==> config.mk <==
export PLATFORM = sky130hd
export DESIGN_NAME = pipe_stage_skid
export DESIGN_NICKNAME = d
export VERILOG_FILES = /design/src/rtl/pipe_pkg.sv /design/src/rtl/pipe_slot.sv /design/src/rtl/pipe_stage_skid.sv
export SDC_FILE = /design/constraint.sdc
export NUM_CORES = 1
export LEC_CHECK = 0
export CORE_ASPECT_RATIO = 2
export CORE_MARGIN = 1.5
export CORE_UTILIZATION = 55
export CTS_CLUSTER_SIZE = 12
export DETAILED_ROUTE_END_ITERATION = 12
export PLACE_DENSITY = 0.95
export SYNTH_ARGS = -nofsm -noshare
export SYNTH_HDL_FRONTEND = slang
export SYNTH_SLANG_ARGS = --single-unit
==> constraint.sdc <==
create_clock -name clk -period 4.7 [get_ports clk]
set_clock_uncertainty 0.1 [all_clocks]
set_input_delay 0.94 -clock clk [delete_from_list [all_inputs] [get_ports clk]]
set_output_delay 0.94 -clock clk [all_outputs]
set_load 0.05 [all_outputs]
==> src/rtl/pipe_pkg.sv <==
// Shared definitions for inter-stage pipeline registers: occupancy encoding,
// default bundle widths and the field layout of the control/datapath bundles.
package pipe_pkg;

  localparam logic [1:0] OCC_EMPTY = 2'd0;
  localparam logic [1:0] OCC_ONE   = 2'd1;
  localparam logic [1:0] OCC_FULL  = 2'd2;

  typedef enum logic [1:0] {
    ST_EMPTY = OCC_EMPTY,
    ST_ONE   = OCC_ONE,
    ST_FULL  = OCC_FULL
  } occ_t;

  localparam int CTRL_W_DEF = 24;
  localparam int DATA_W_DEF = 165;

  // Control bundle layout; every write enable sits low so an all-zero bundle is a NOP.
  localparam int CTRL_REG_WE_BIT  = 0;
  localparam int CTRL_MEM_WE_BIT  = 1;
  localparam int CTRL_MEM_RD_BIT  = 2;
  localparam int CTRL_BRANCH_BIT  = 3;
  localparam int CTRL_ALU_OP_LSB  = 4;
  localparam int CTRL_ALU_OP_W    = 4;
  localparam int CTRL_MODE_LSB    = 8;
  localparam int CTRL_MODE_W      = 4;

  // Datapath bundle layout.
  localparam int DATA_INSTR_LSB   = 0;
  localparam int DATA_PC4_LSB     = 32;
  localparam int DATA_ALU_LSB     = 64;
  localparam int DATA_RD_LSB      = 96;
  localparam int DATA_MEM_LSB     = 128;
  localparam int DATA_DEST_LSB    = 160;
  localparam int DATA_DEST_W      = 5;

endpackage

==> src/rtl/pipe_slot.sv <==
// One storage slot of a pipeline stage: valid flag plus control and datapath bundles.
module pipe_slot #(
  parameter int CTRL_W = 24,
  parameter int DATA_W = 165
) (
  input  logic              clk,
  input  logic              clear,
  input  logic              load,
  input  logic              drop,
  input  logic [CTRL_W-1:0] ctrl_d,
  input  logic [DATA_W-1:0] data_d,
  output logic              valid,
  output logic [CTRL_W-1:0] ctrl,
  output logic [DATA_W-1:0] data
);

  // clear zeroes the payload too; drop only invalidates so the payload can be held.
  always_ff @(posedge clk) begin
    if (clear) begin
      valid <= 1'b0;
      ctrl  <= '0;
      data  <= '0;
    end else if (load) begin
      valid <= 1'b1;
      ctrl  <= ctrl_d;
      data  <= data_d;
    end else if (drop) begin
      valid <= 1'b0;
    end
  end

endmodule

==> src/rtl/pipe_stage_skid.sv <==
// Pipeline stage register with registered valid/ready handshake, 2-entry skid
// buffer, flush and a saturating stall counter.
module pipe_stage_skid
  import pipe_pkg::*;
#(
  parameter int CTRL_W         = CTRL_W_DEF,
  parameter int DATA_W         = DATA_W_DEF,
  parameter int CNT_W          = 16,
  parameter bit ZERO_ON_BUBBLE = 1'b1
) (
  input  logic              clk,
  input  logic              clr,
  input  logic              flush,
  input  logic              in_valid,
  output logic              in_ready,
  input  logic [CTRL_W-1:0] in_ctrl,
  input  logic [DATA_W-1:0] in_data,
  output logic              out_valid,
  input  logic              out_ready,
  output logic [CTRL_W-1:0] out_ctrl,
  output logic [DATA_W-1:0] out_data,
  output logic [1:0]        occupancy,
  output logic [CNT_W-1:0]  stall_cnt
);

  // Handshake: a transfer happens on a rising edge where valid and ready are
  // both high; in_ready depends only on flops, never on out_ready.
  occ_t              state_q, state_d;
  logic              clr_q;
  logic              in_fire, out_fire;
  logic              main_load, main_from_skid, main_drop;
  logic              skid_load, skid_drop;
  logic              main_valid, skid_valid;
  logic [CTRL_W-1:0] main_ctrl, skid_ctrl, main_ctrl_d;
  logic [DATA_W-1:0] main_data, skid_data, main_data_d;

  assign in_ready  = ~skid_valid & ~clr_q;
  assign out_valid = main_valid;
  assign in_fire   = in_valid & in_ready;
  assign out_fire  = main_valid & out_ready;
  assign occupancy = state_q;

  always_ff @(posedge clk) begin
    if (clr) begin
      state_q <= ST_EMPTY;
      clr_q   <= 1'b1;
    end else begin
      state_q <= state_d;
      clr_q   <= 1'b0;
    end
  end

  always_comb begin
    state_d = state_q;
    case (state_q)
      ST_EMPTY: if (in_fire) state_d = ST_ONE;
      ST_ONE: begin
        if (in_fire && !out_fire)      state_d = ST_FULL;
        else if (!in_fire && out_fire) state_d = ST_EMPTY;
      end
      ST_FULL:  if (out_fire) state_d = ST_ONE;
      default:  state_d = ST_EMPTY;
    endcase
    if (flush) state_d = ST_EMPTY;
  end

  always_comb begin
    main_load      = 1'b0;
    main_from_skid = 1'b0;
    main_drop      = 1'b0;
    skid_load      = 1'b0;
    skid_drop      = 1'b0;
    if (flush) begin
      main_drop = 1'b1;
      skid_drop = 1'b1;
    end else begin
      case (state_q)
        ST_EMPTY: main_load = in_fire;
        ST_ONE: begin
          if (in_fire && out_fire) main_load = 1'b1;
          else if (in_fire)        skid_load = 1'b1;
          else if (out_fire)       main_drop = 1'b1;
        end
        ST_FULL: begin
          if (out_fire) begin
            main_load      = 1'b1;
            main_from_skid = 1'b1;
            skid_drop      = 1'b1;
          end
        end
        default: begin
          main_drop = 1'b1;
          skid_drop = 1'b1;
        end
      endcase
    end
  end

  assign main_ctrl_d = main_from_skid ? skid_ctrl : in_ctrl;
  assign main_data_d = main_from_skid ? skid_data : in_data;

  pipe_slot #(.CTRL_W(CTRL_W), .DATA_W(DATA_W)) u_main (
    .clk    (clk),
    .clear  (clr),
    .load   (main_load),
    .drop   (main_drop),
    .ctrl_d (main_ctrl_d),
    .data_d (main_data_d),
    .valid  (main_valid),
    .ctrl   (main_ctrl),
    .data   (main_data)
  );

  pipe_slot #(.CTRL_W(CTRL_W), .DATA_W(DATA_W)) u_skid (
    .clk    (clk),
    .clear  (clr),
    .load   (skid_load),
    .drop   (skid_drop),
    .ctrl_d (in_ctrl),
    .data_d (in_data),
    .valid  (skid_valid),
    .ctrl   (skid_ctrl),
    .data   (skid_data)
  );

  // A bubble reads as all-zero so downstream decodes it as a NOP.
  assign out_ctrl = (ZERO_ON_BUBBLE && !main_valid) ? '0 : main_ctrl;
  assign out_data = (ZERO_ON_BUBBLE && !main_valid) ? '0 : main_data;

  always_ff @(posedge clk) begin
    if (clr) begin
      stall_cnt <= '0;
    end else if (main_valid && !out_ready && stall_cnt != {CNT_W{1'b1}}) begin
      stall_cnt <= stall_cnt + CNT_W'(1);
    end
  end

endmodule

* Word-level counts from Yosys, hierarchy flattened *
Index checks and enable logic that the tools add are counted.

storage, ports and cells
  flip-flop bits (word level) = 399
  bits of input ports = 194
  output and inout port bits = 209
  logic and storage cells = 66

cells by class
  $add $sub $neg = 1
  equal/unequal tests = 6
  muxes and demuxes = 30
  bitwise logic cells = 5
  reduce and logical (&&, ||, !) cells = 15

operators by type and width
  operator               count
  $mux 165               2
  $mux 24                2
  $mux 1                 18
  $add 16x1->16 const B  1
  $ne 16x16->1 const B   1
  $mux 2                 4
  $pmux 2 s3             1
  $reduce_or 2->1        3
  $logic_and 1x1->1      5
  $ne 2x2->1 const B     2
  $pmux 1 s2             2
  $reduce_bool 2->1      2
  $and 1x1->1            3
  $logic_not 1->1        3
  $ne 3x3->1 const B     1
  $pmux 1 s3             1
  $reduce_and 3->1       1
  $eq 2x1->1 const B     1
  $eq 2x2->1 const B     1
  $logic_not 2->1        1
  $not 1->1              2

* Depth between registers and ports, before layout *
Gate-level depths: netlist of the first run.

  depth after elaboration = 9
  mapped depth = 9
  mapped depth without buffers = 7

* Hierarchy *
From an unflattened synthesis of the first run, not the netlist that was laid out.

unflattened totals
  cell total of the unflattened synthesis = 1775
  area total of the unflattened synthesis = 18036.0 µm²

by module, submodules not included
  module           instances  cells an instance  area each (µm²)  sequential area each (µm²)
  pipe_slot        2          613                6705.2           3803.6
  pipe_stage_skid  1          549                4625.7           380.4

* Worst setup path after synthesis of the first run *
No wires, ideal clock.

  path type = reg2out
  start = reg u_main.valid
  end = out out_data[100]
  arrival = 1.902 ns
  data required time = 3.660 ns
  path slack = 1.758 ns
  stages on the path, launching flop included = 5
  buffers on the path = 3
  path through = dfxtp_1 clkbuf_1 clkbuf_1 clkbuf_1 and2_1

between the ends
  cells in the longest elaborated chain, start to end = 1

RTL lines
  element                 RTL line                RTL
  from (decl)             pipe_slot.sv:12         output logic valid,
  from (signal assigned)  pipe_slot.sv:20         valid <= 1'b0;
  from (signal assigned)  pipe_slot.sv:24         valid <= 1'b1;
  from (signal assigned)  pipe_slot.sv:28         valid <= 1'b0;
  $mux 165                pipe_stage_skid.sv:128  assign out_data = (ZERO_ON_BUBBLE && !main_valid) ? '0 : main_data;
  to (decl)               pipe_stage_skid.sv:21   output logic [DATA_W-1:0] out_data,

Every way passes these cells.

* Worst setup path in the final report of the first run *
  start = reg u_main.valid
  end = out out_data[125]

The elaborated chain is that of the path after synthesis.

==> results of run 1 <==
[sequential cells by signal (all words and copies together), names as in the netlist]
name and flops:
u_main.data 165, u_skid.data 165, u_main.ctrl 24, u_skid.ctrl 24, stall_cnt 16, occupancy 2
clr_q 1, u_main.valid 1, u_skid.valid 1
[power by group through the flow]
| stage | registers (µW) | clock network (µW) | logic, µW |
|---|---|---|---|
| after floorplan | 3580 | 0 | 363 |
| after global placement | 3610 | 0 | 651 |
| after detailed placement | 3610 | 0 | 671 |
| after CTS | 3540 | 2750 | 675 |
| after global routing | 3550 | 2860 | 737 |
| final | 3540 | 2720 | 694 |
[layout make-up]
type                       count  share of cell area, %
antenna                        8                 0.0872
clock buffer                  44                   4.33
clock inverter                 2                 0.0709
inverter                       7                  0.147
multi-input combinational   1608                   39.2
sequential                   399                   34.8
tap                          427                   2.33
timing repair buffer         431                   19.0
[layout by cell type (no fill, tap or decap), drive strengths merged, types with 30 or more instances in the layout]
| cell | count |
|---|---|
| clkdlybuf4s50 | 400 |
| and2 | 191 |
| nand2 | 382 |
| a2111oi | 189 |
| buf | 30 |
| nor3 | 191 |
| dfxtp | 399 |
| a21oi | 392 |
| clkbuf | 45 |
| and3 | 190 |
[tightest hold or removal path, cell delays in order (launching register included)]
cell	delay [ns]
sky130_fd_sc_hd__dfxtp_1	0.30
sky130_fd_sc_hd__nand2_1	0.05
sky130_fd_sc_hd__a21oi_1	0.05
[cells by family (layout without fill, tap and decap cells)]
group,count (synthesis),after routing
flip-flops,399,399
other,0,8
multiplexers,3,3
AO/OA/AOI/OAI,602,602
buffers and inverters,261,484
adder cells (fa/ha/maj),5,5
XOR/XNOR,1,1
AND/OR/NAND/NOR,997,997
[metrics by stage]
step / utilization (%) / total power, µW
after floorplan: - / 3950
after global placement: 68.0 / 4260
after detailed placement: 68.0 / 4280
after CTS: 71.1 / 6960
after global routing: 71.2 / 7140
final: 71.2 / 6960
[layer usage]
| layer | track usage (%) | routed length (µm) | vias to the layer above |
|---|---|---|---|
| met5 | 0 | 26 | - |
| met4 | 24.2 | 4480 | 4 |
| met3 | 7.01 | 5480 | 279 |
| met2 | 58.1 | 30000 | 1156 |
| met1 | 38.9 | 21400 | 8886 |
| li1 | - | - | 8507 |
[how the worst max path moves through the flow]
stage,endpoint,start,cells after the start
floorplan,out_data[100],u_main.valid,4
global placement,u_main.data[103],out_ready,7
detailed placement,u_main.data[111],out_ready,7
CTS,out_data[125],u_main.valid,3
global route,out_data[125],u_main.valid,3
finish,out_data[125],u_main.valid,3
==> reports/results.md, run 1 <==
| Item | This run |
|---|---|
| Complex-gate fraction of the synthesized area | 21.0% |
| Transition time at the pin with the least slew margin | 1.26 ns |
| Flops & latches, synth | 399 |
| Horizontal die dimension | 131 µm |
| RePlAce Congestion | 0.898 |
| Hold path depth | 2 |
| Site row count | 93 |
| Number of CTS-inserted buffers | 39 |
| Minimum hold slack | 0.350 ns |
| Crit path setup slack, layout | 0.501 ns |
| Net count reported at finish | 2,685 |
| Mapped Cells | 2,268 |
| Overall routing resource usage | 34.4% |
| Total instance count after detailed placement | 2,871 |
| Rel. slew slack | 15.1% |
| Sink of the worst hold path | u_skid.data[143] |
| Portion of total power attributed to combinational logic | 10.0% |
| Distinct cell type count of the synthesized netlist | 43 |
| R2R Path End | u_main.data[111] |
| Initial core utilization | 56.0% |
| Clock group share of total power | 39.1% |
| Insertion delay of the later-clocked pin in the worst-skew pair | 0.54 ns |
| Power per cell area | 303 mW/mm² |
| Max Transition Viols Final | 0 |
| Time the final worst path needs with I/O delays and setup | 4.20 ns |
| Total of max-cap violations | 0 |
| Number of remaining DRC errors | 0 |
| Top-Level Pins | 403 |
| CP Max Fanout | 87 |
| Cell area after placement | 0.0219 mm² |
| Clock tree buffer depth | 3 |
| Simple-gate area share of the yosys netlist | 28.0% |
| Area contributors post-synth | sky130_fd_sc_hd__dfxtp_1 44%, sky130_fd_sc_hd__a21oi_1 11%, sky130_fd_sc_hd__a2111oi_0 9.1%, sky130_fd_sc_hd__nand2_1 7.9%, sky130_fd_sc_hd__and2_1 6.6% |
| Highest-delay cell along the critical path | sky130_fd_sc_hd__dfxtp_4 |
| Share of post-route cells with drive strength above 1 | 3.61% |
| Post-synthesis net count | 2,467 |
| Internal Pwr Total | 5240 µW |
| Syn-to-layout area delta | 27.2% |
| Peak Freq | 0.238 GHz |
| Synth cell count leaders | 399 x sky130_fd_sc_hd__dfxtp_1, 392 x sky130_fd_sc_hd__a21oi_1, 382 x sky130_fd_sc_hd__nand2_1, 194 x sky130_fd_sc_hd__clkbuf_1, 191 x sky130_fd_sc_hd__nor3_1 |
| Post-Place Worst Slack | 0.909 ns |
| Die Span Y | 259 µm |
| DR vias/cell | 6.44 |
| Final hold vios | 0 |
| FILL cells | 2,283 |
| Worst hold path type | reg -> reg |
| Sequential Power Share | 50.9% |
| Cts hold-fix bufs | 0 |
| Start point of the worst min-delay path | u_skid.data[143] |
| Peak per-stage delay on the critical path | 0.91 ns |
| Cell type with the highest aggregate area in the netlist | sky130_fd_sc_hd__dfxtp_1 |
| Peak supply drop | 0.000305 V |
| Data arrival, critical path | 3.16 ns |
| Endpoints failing setup | 0 |
| Number of buffer and inverter instances along the worst setup path | 2 |
| Mapped cell area | 0.0181 mm² |
| Number of port buffers | 402 |
| Yosys warns | 0 |
| Power dissipated by switching net loads | 1720 µW |
| Antenna violations before repair | 10 |
| Iteration-0 DRC count of the detailed router | 2,135 |
| Largest net degree at the start of global routing | 188 |
| Result of the run | complete, no violations |
| R2r setup slk | 1.20 ns |
| Share of synthesized cell area in full adder, half adder and majority cells | 0.347% |
| WL per Instance | 21.0 µm |
| Portion of synthesized cell area occupied by the leading cell type | 44.2% |
| Via count of the first global-routing pass | 18,247 |
| Portion of the clock cycle consumed by the worst path in the final layout | 89.3% |
| Sum of negative setup slack | 0 ns |
| Overall overflow remaining after global route | 0 |
| Cell chosen for the clock root | sky130_fd_sc_hd__clkbuf_16 |
| Global-route wire length before repair | 95.9 mm |
| Cell with the most instances after synthesis | sky130_fd_sc_hd__dfxtp_1 |
| Dominant combinational cell family by area after synthesis | simple AND/OR/NAND/NOR gates |
| Avg Inst Size Synth | 7.96 µm² |
| Proportion of synthesized chip area in sequential cells | 44.2% |
| Postcts setup bufs | 0 |
| FF+latch area | 0.00799 mm² |
| Static leakage power | 0.00798 µW |
| CP required | 3.66 ns |
| Dominant register cell in the synthesized netlist | sky130_fd_sc_hd__dfxtp_1 |
| Critical path type | reg -> out |
| Crit start category | flip-flop |
| Clock-pin slew on the worst setup and hold paths | 0.06 ns |
| Pre-antenna DRT Iters | 5 |
| Worst reg2reg startpoint | u_main.valid |
| Switching Fraction | 24.7% |
| Share of synthesized area spent on multiplexers | 0.180% |
| Via total after detailed routing | 18,832 |
| TritonCTS clock tree | done |
| Final instance count without filler cells | 2,926 |
| Post-Layout Inst Area | 0.0230 mm² |
| Detailed placer's ending HPWL | 36.6 mm |
| Asr flop ratio synth | 0% |
| Register-to-Register Path Depth | 7 |
| Number of synthesized flops with an enable pin | 0 |
| Endpoint kind of the worst setup timing path | primary output |
| Sinks on Clock Net | 399 |
| Standard cell core area | 0.0322 mm² |
| Footprint of the multi-input gates | 0.00900 mm² |
| Xor and xnor area share after synthesis | 0.0485% |
| Final Routed Wirelength | 61.3 mm |
| Ordered cell list for the critical path | buf_4, and2_1, clkdlybuf4s50_1 |
| Die Outline Area | 0.0340 mm² |
| Number of antenna-violating nets in the routed design | 0 |
| Post-CTS resize count | 0 |
| Dominant delay contributor by cell family on the critical path | buffers and inverters |
| Number of levels the H-tree was split into | 2 |
| RSZ-0062 raised after global routing | no |
Note: power is estimated with default switching activity, not from simulation.
==> run 2: changes to the inputs <==
--- a/config.mk
+++ b/config.mk
@@ -11,6 +11,7 @@
 export CTS_CLUSTER_SIZE = 12
 export DETAILED_ROUTE_END_ITERATION = 12
 export PLACE_DENSITY = 0.95
+export SETUP_SLACK_MARGIN = 0.1
 export SYNTH_ARGS = -nofsm -noshare
 export SYNTH_HDL_FRONTEND = slang
 export SYNTH_SLANG_ARGS = --single-unit
==> results of run 2 <==
The final DEF is identical to that of run 1; final timing and power are the same.
